### src/rtl/hazard_pkg.sv
// Shared definitions for the load-use hazard unit.
//   REG_AW_DEF   default register address width
//   sb_entry_t   layout of one pending-load slot (valid, rd, cnt) in the default configuration
//   reg_is_zero  true when a register address is x0 (address zero-extended to 32 bits)
package hazard_pkg;

  localparam int REG_AW_DEF = 5;
  localparam int CNT_W_DEF  = 1;

  typedef struct packed {
    logic                  valid;
    logic [REG_AW_DEF-1:0] rd;
    logic [CNT_W_DEF-1:0]  cnt;
  } sb_entry_t;

  function automatic logic reg_is_zero(input logic [31:0] regAddr);
    return (regAddr == 32'd0);
  endfunction

endpackage

### src/rtl/load_use_scoreboard_sb_slot.sv
// One pending-load slot: holds valid/rd/cnt, counts down toward forwardability
// and compares its destination against both ID source operands.
// Ports:
//   clk_i, rst_i        clock, synchronous active-high reset
//   freeze_i            hold the countdown
//   alloc_i, allocRd_i  claim this slot for a load to allocRd_i (slot must be invalid)
//   rs1_i, rs2_i        ID source addresses to compare
//   valid_o             slot holds a pending load
//   hit1_o, hit2_o      slot is valid and rd equals rs1_i / rs2_i
module sb_slot
  import hazard_pkg::*;
#(
  parameter int REG_AW   = REG_AW_DEF,
  parameter int LOAD_LAT = 1
) (
  input  logic              clk_i,
  input  logic              rst_i,
  input  logic              freeze_i,
  input  logic              alloc_i,
  input  logic [REG_AW-1:0] allocRd_i,
  input  logic [REG_AW-1:0] rs1_i,
  input  logic [REG_AW-1:0] rs2_i,
  output logic              valid_o,
  output logic              hit1_o,
  output logic              hit2_o
);

  localparam int CNT_W = $clog2(LOAD_LAT + 1);

  logic              validReg;
  logic [REG_AW-1:0] rdReg;
  logic [CNT_W-1:0]  cntReg;

  always_ff @(posedge clk_i) begin
    if (rst_i) begin
      validReg <= 1'b0;
      rdReg    <= '0;
      cntReg   <= '0;
    end else if (!freeze_i) begin
      if (alloc_i) begin
        validReg <= 1'b1;
        rdReg    <= allocRd_i;
        cntReg   <= CNT_W'(LOAD_LAT);
      end else if (validReg) begin
        cntReg <= cntReg - 1'b1;
        // Reaching zero on this edge means the data is forwardable next cycle.
        if (cntReg == CNT_W'(1)) begin
          validReg <= 1'b0;
        end
      end
    end
  end

  assign valid_o = validReg;
  assign hit1_o  = validReg && (rdReg == rs1_i);
  assign hit2_o  = validReg && (rdReg == rs2_i);

endmodule

### src/rtl/load_use_scoreboard.sv
// Load-use hazard unit for the ID stage. Tracks in-flight loads in NUM_ENTRIES
// slots and stalls IF/ID (with a bubble into ID/EX) while an ID source operand
// matches a pending load, or while a load sits in ID and the table is full.
// Ports:
//   clk_i, rst_i                 clock, synchronous active-high reset
//   MemRead_i, RD_i              ID instruction is a load, and its destination
//   RS1_i/RS2_i, RS1Used_i/RS2Used_i  ID sources and whether they are read
//   flush_i                      ID instruction squashed, never allocates
//   freeze_i                     pipeline freeze: countdown and perf counter hold
//   noOpSignal_o, stallSignal_o  bubble / hold IF/ID (combinational hazard)
//   PCWriteSignal_o              PC update enable (inverse of the hazard)
//   full_o                       every slot valid
//   stallCount_o                 saturating count of stalled, unfrozen cycles
module load_use_scoreboard
  import hazard_pkg::*;
#(
  parameter int REG_AW      = REG_AW_DEF,
  parameter int NUM_ENTRIES = 4,
  parameter int LOAD_LAT    = 1,
  parameter int ZERO_EXEMPT = 1,
  parameter int PERF_W      = 32
) (
  input  logic              clk_i,
  input  logic              rst_i,
  input  logic              MemRead_i,
  input  logic [REG_AW-1:0] RD_i,
  input  logic [REG_AW-1:0] RS1_i,
  input  logic [REG_AW-1:0] RS2_i,
  input  logic              RS1Used_i,
  input  logic              RS2Used_i,
  input  logic              flush_i,
  input  logic              freeze_i,
  output logic              noOpSignal_o,
  output logic              stallSignal_o,
  output logic              PCWriteSignal_o,
  output logic              full_o,
  output logic [PERF_W-1:0] stallCount_o
);

  logic [NUM_ENTRIES-1:0] slotValid;
  logic [NUM_ENTRIES-1:0] hit1;
  logic [NUM_ENTRIES-1:0] hit2;
  logic [NUM_ENTRIES-1:0] grant;
  logic                   rs1Zero;
  logic                   rs2Zero;
  logic                   rdZero;
  logic                   match1;
  logic                   match2;
  logic                   hz;
  logic                   allocEn;
  logic [PERF_W-1:0]      stallCountReg;

  // x0 is hard-wired, so it never needs tracking when exemption is on.
  assign rs1Zero = (ZERO_EXEMPT != 0) && reg_is_zero(32'(RS1_i));
  assign rs2Zero = (ZERO_EXEMPT != 0) && reg_is_zero(32'(RS2_i));
  assign rdZero  = (ZERO_EXEMPT != 0) && reg_is_zero(32'(RD_i));

  assign full_o = &slotValid;
  assign match1 = RS1Used_i && !rs1Zero && (|hit1);
  assign match2 = RS2Used_i && !rs2Zero && (|hit2);
  assign hz     = match1 | match2 | (full_o & MemRead_i);

  assign noOpSignal_o    = hz;
  assign stallSignal_o   = hz;
  assign PCWriteSignal_o = !hz;

  // A load that is stalled stays in ID and allocates later; only a load
  // actually leaving ID claims a slot.
  assign allocEn = MemRead_i && !hz && !flush_i && !freeze_i && !rdZero;

  // Lowest invalid slot: isolate the lowest zero bit of slotValid.
  assign grant = ~slotValid & (slotValid + NUM_ENTRIES'(1));

  generate
    for (genvar gi = 0; gi < NUM_ENTRIES; gi++) begin : gSlot
      sb_slot #(
        .REG_AW  (REG_AW),
        .LOAD_LAT(LOAD_LAT)
      ) uSlot (
        .clk_i    (clk_i),
        .rst_i    (rst_i),
        .freeze_i (freeze_i),
        .alloc_i  (allocEn & grant[gi]),
        .allocRd_i(RD_i),
        .rs1_i    (RS1_i),
        .rs2_i    (RS2_i),
        .valid_o  (slotValid[gi]),
        .hit1_o   (hit1[gi]),
        .hit2_o   (hit2[gi])
      );
    end
  endgenerate

  always_ff @(posedge clk_i) begin
    if (rst_i) begin
      stallCountReg <= '0;
    end else if (hz && !freeze_i && (stallCountReg != {PERF_W{1'b1}})) begin
      stallCountReg <= stallCountReg + 1'b1;
    end
  end

  assign stallCount_o = stallCountReg;

endmodule

### config.mk
export PLATFORM = sky130hd
export DESIGN_NAME = load_use_scoreboard
export DESIGN_NICKNAME = d
export VERILOG_FILES = /design/src/rtl/hazard_pkg.sv /design/src/rtl/load_use_scoreboard_sb_slot.sv /design/src/rtl/load_use_scoreboard.sv
export SDC_FILE = /design/constraint.sdc
export NUM_CORES = 1
export LEC_CHECK = 0
export ABC_CLOCK_PERIOD_IN_PS = 2200
export BUFFER_PORTS_ARGS = -buffer_cell sky130_fd_sc_hd__buf_4
export CAP_MARGIN = 20
export CORE_MARGIN = 2
export CORE_UTILIZATION = 51
export DETAILED_ROUTE_END_ITERATION = 16
export GPL_TIMING_DRIVEN = 0
export PLACE_DENSITY_LB_ADDON = 0.15
export SLEW_MARGIN = 40
export SYNTH_ARGS = -nofsm -noshare
export SYNTH_HDL_FRONTEND = slang
export SYNTH_SLANG_ARGS = --single-unit
### constraint.sdc
create_clock -name clk_i -period 2.2 [get_ports clk_i]
set_input_delay 0.11 -clock clk_i [delete_from_list [all_inputs] [get_ports clk_i]]
set_output_delay 0.11 -clock clk_i [all_outputs]
set_load 0.02 [all_outputs]
==> impl_metrics.ini <==
[critical_path]
crit_buf_inv = 3
cp-end-kind = register
crit_slowest_cell = dfxtp_1
cp_data_arrival_time_ns = 2.60
worstPathRequired_ns = 2.41
cp_cell_sequence = xor2_1 > nor4_2 > nand3_1 > and4_4 > o221ai_4 > buf_6 > nand2_8 > buf_8 > buf_6 > o31ai_2 > a21oi_1
worstSetupPathType = register to register
r2r_slack_ns = -0.20
critPathTopFamily = simple AND/OR/NAND/NOR gates
max_stage_delay_ns = 0.34
worstSetupStartpointType = register
cpMostUsedCell = buf_6
path_max_fanout = 8

[global_routing]
grt_usage = 0.2548
antenna_found_initial = 0
grt_use_met3 = 0.04425
grt_pass1_wl_um = 14290
grt_max_degree = 12
overflow = 0
grt_pass1_vias = 2903
grtUsageMet1 = 0.3117
grt_busiest_layer = met2
grtUsageMet2 = 0.4286

[finish]
diodes = 0
final_cell_mix = buf_4, nor2_1, dfxtp_1, xor2_1
design_area_um2 = 4508
layout.nets = 482
register_area_um2 = 1237
area_growth_pct = 36.89
drive_above_1_share = 0.3922
fillers = 490
multi_input_area_um2 = 2208
final_common_cell = buf_4

[floorplanning]
ios = 58
die_x_um = 84.36
core_um2 = 6314
die_area_um2 = 7116
start_util = 0.5216
die_h_um = 84.36
row_count = 29

[routing]
drt-pass1-iter-count = 4
drc = 0
viasPerCell = 5.869
final_antenna_net_count = 0
initialDrtViolationCount = 174
vias = 3175
routed_wl_um = 9514
post_drt_wl_per_cell_um = 17.59

[synth]
postSynthAreaPerCell_um2 = 8.666
synth_edf_count = 0
synthFlopType = dfxtp_1
synth_seq_area_share = 0.3647
synth.distinct_cells = 44
synth_warnings = 0
syn-num-nets = 403
synth-seq-cells = 60
synth_async_sr_flop_share = 0
syn_inst = 380
syn-cell-area_um2 = 3293

[clock_tree]
h-tree-depth = 3
clkSinkCount = 60
clk_path_buf_depth = 2
clock_latency_ns = 0.35
clk_pin_slew_ns = 0.07
hold_buffers = 0
clock-root-buffer = clkbuf_8
cts_tree = done
cts_made_buffers = 9

[sta]
skew_ns = 0.007110
setup_violations = 56
hold_slack_ns = 0.02913
fin_crit_sh = 1.089
setup_slack_ns = -0.1958
slew_headroom = 0.5737
hold_viol = 0
clock.fmax_ghz = 0.4174
rsz0062_at_grt = true
tns_ns = -4.879
drv_slew = 0
tightest_slew_ns = 0.6394
period_needed_ns = 2.396

[placed_design]
place_congestion = 0.9117
dp_hpwl_um = 6098
placed_cell_area_um2 = 3770
portBuffers = 46

[pwr]
ir_worst_vdd_v = 0.0003794
report.power.total_w = 0.002186
power_density_nw_per_um2 = 484.9
p_leak_nw = 1.695

[outcome]
status = finished with violations
violations = negative setup slack

[hold_path]
worstHoldPathType = input port to register

[run]
maxCapViolCount = 0
==> final timing paths <==
path,startpoint,endpoint,cells after the start
worst max register to register,gSlot[0].uSlot.rdReg[3]$_SDFFE_PP0P_,stallCount_o[25]$_SDFFE_PP0P_,11
worst max-delay path,gSlot[0].uSlot.rdReg[3]$_SDFFE_PP0P_,stallCount_o[25]$_SDFFE_PP0P_,11
worst min-delay path,freeze_i,gSlot[0].uSlot.cntReg$_SDFFE_PP0P_,2
worst min register to register,gSlot[0].uSlot.cntReg$_SDFFE_PP0P_,gSlot[0].uSlot.cntReg$_SDFFE_PP0P_,1
==> per-stage QoR <==
stage / utilization / instances / worst slack, ns
2_1_floorplan: - / 380 / 0.01107
3_3_place_gp: 0.5971 / 503 / -0.3040
3_5_place_dp: 0.5971 / 503 / -0.3405
4_1_cts: 0.6510 / 528 / -0.1696
5_1_grt: 0.7140 / 541 / -0.3128
6_report: 0.7140 / 541 / -0.1958
==> cell usage after synthesis (2+ instances only) <==
cell type / count / area share
nor2b_1: 2 / 0.0038
nor4_1: 9 / 0.017
o41ai_1: 2 / 0.0053
xor2_1: 39 / 0.10
dfxtp_1: 60 / 0.36
nand2_1: 13 / 0.015
or4_1: 9 / 0.021
o21ai_2: 2 / 0.0053
xnor2_1: 9 / 0.024
a31oi_1: 3 / 0.0057
o211ai_1: 3 / 0.0068
mux2i_1: 21 / 0.064
nor4_4: 3 / 0.019
o21a_1: 2 / 0.0046
a21oi_1: 22 / 0.033
clkbuf_1: 15 / 0.017
or3_1: 12 / 0.023
and4_4: 2 / 0.0068
and4_1: 3 / 0.0080
buf_6: 3 / 0.010
nor3_1: 8 / 0.012
nand4_1: 11 / 0.021
nand3_1: 24 / 0.036
inv_1: 8 / 0.0091
nor3_2: 2 / 0.0061
o21ai_0: 15 / 0.023
o31ai_1: 5 / 0.011
nor2_1: 44 / 0.050
buf_2: 9 / 0.014
and3_1: 6 / 0.011
==> power breakdown <==
| part | internal (W) | switching, W |
|---|---|---|
| combinational | 0.0000707 | 0.000117 |
| sequential | 0.00109 | 0.00000612 |
| clock | 0.000434 | 0.000470 |
==> routing by layer <==
metal | part of all wire | wire length [µm]
met2 | 0.50 | 4759
met4 | 0.032 | 300
met5 | 0 | 0
met1 | 0.42 | 4007
met3 | 0.047 | 447
==> registers in the layout, summed over array words and instances (netlist names) <==
name,count
stallCount_o,32
gSlot.uSlot.cntReg,4
gSlot.uSlot.rdReg,20
gSlot.uSlot.valid_o,4
==> timing repair <==
item	4_1_cts	5_1_grt
gates cloned	1	0
pin swaps	12	33
buffers inserted	9	14
gates resized for setup	30	75
endpoints found under the setup margin	49	63
==> cells by family after synthesis <==
logic type | Yosys count | synth area share
XOR/XNOR | 48 | 0.1277
flip-flops | 60 | 0.3647
buffers and inverters | 37 | 0.05357
AO/OA/AOI/OAI | 58 | 0.1147
multiplexers | 23 | 0.07067
AND/OR/NAND/NOR | 153 | 0.2648
adder cells (fa/ha/maj) | 1 | 0.003799
==> area by class of cell <==
class | instances | share of cell area
multi-input combinational | 283 | 0.4899
sequential | 60 | 0.2745
timing repair buffer | 69 | 0.1302
buffer | 27 | 0.03664
clock buffer | 10 | 0.03053
tap | 77 | 0.02137
clock inverter | 6 | 0.008881
inverter | 9 | 0.008049
Note: power is estimated with default switching activity, not from simulation.
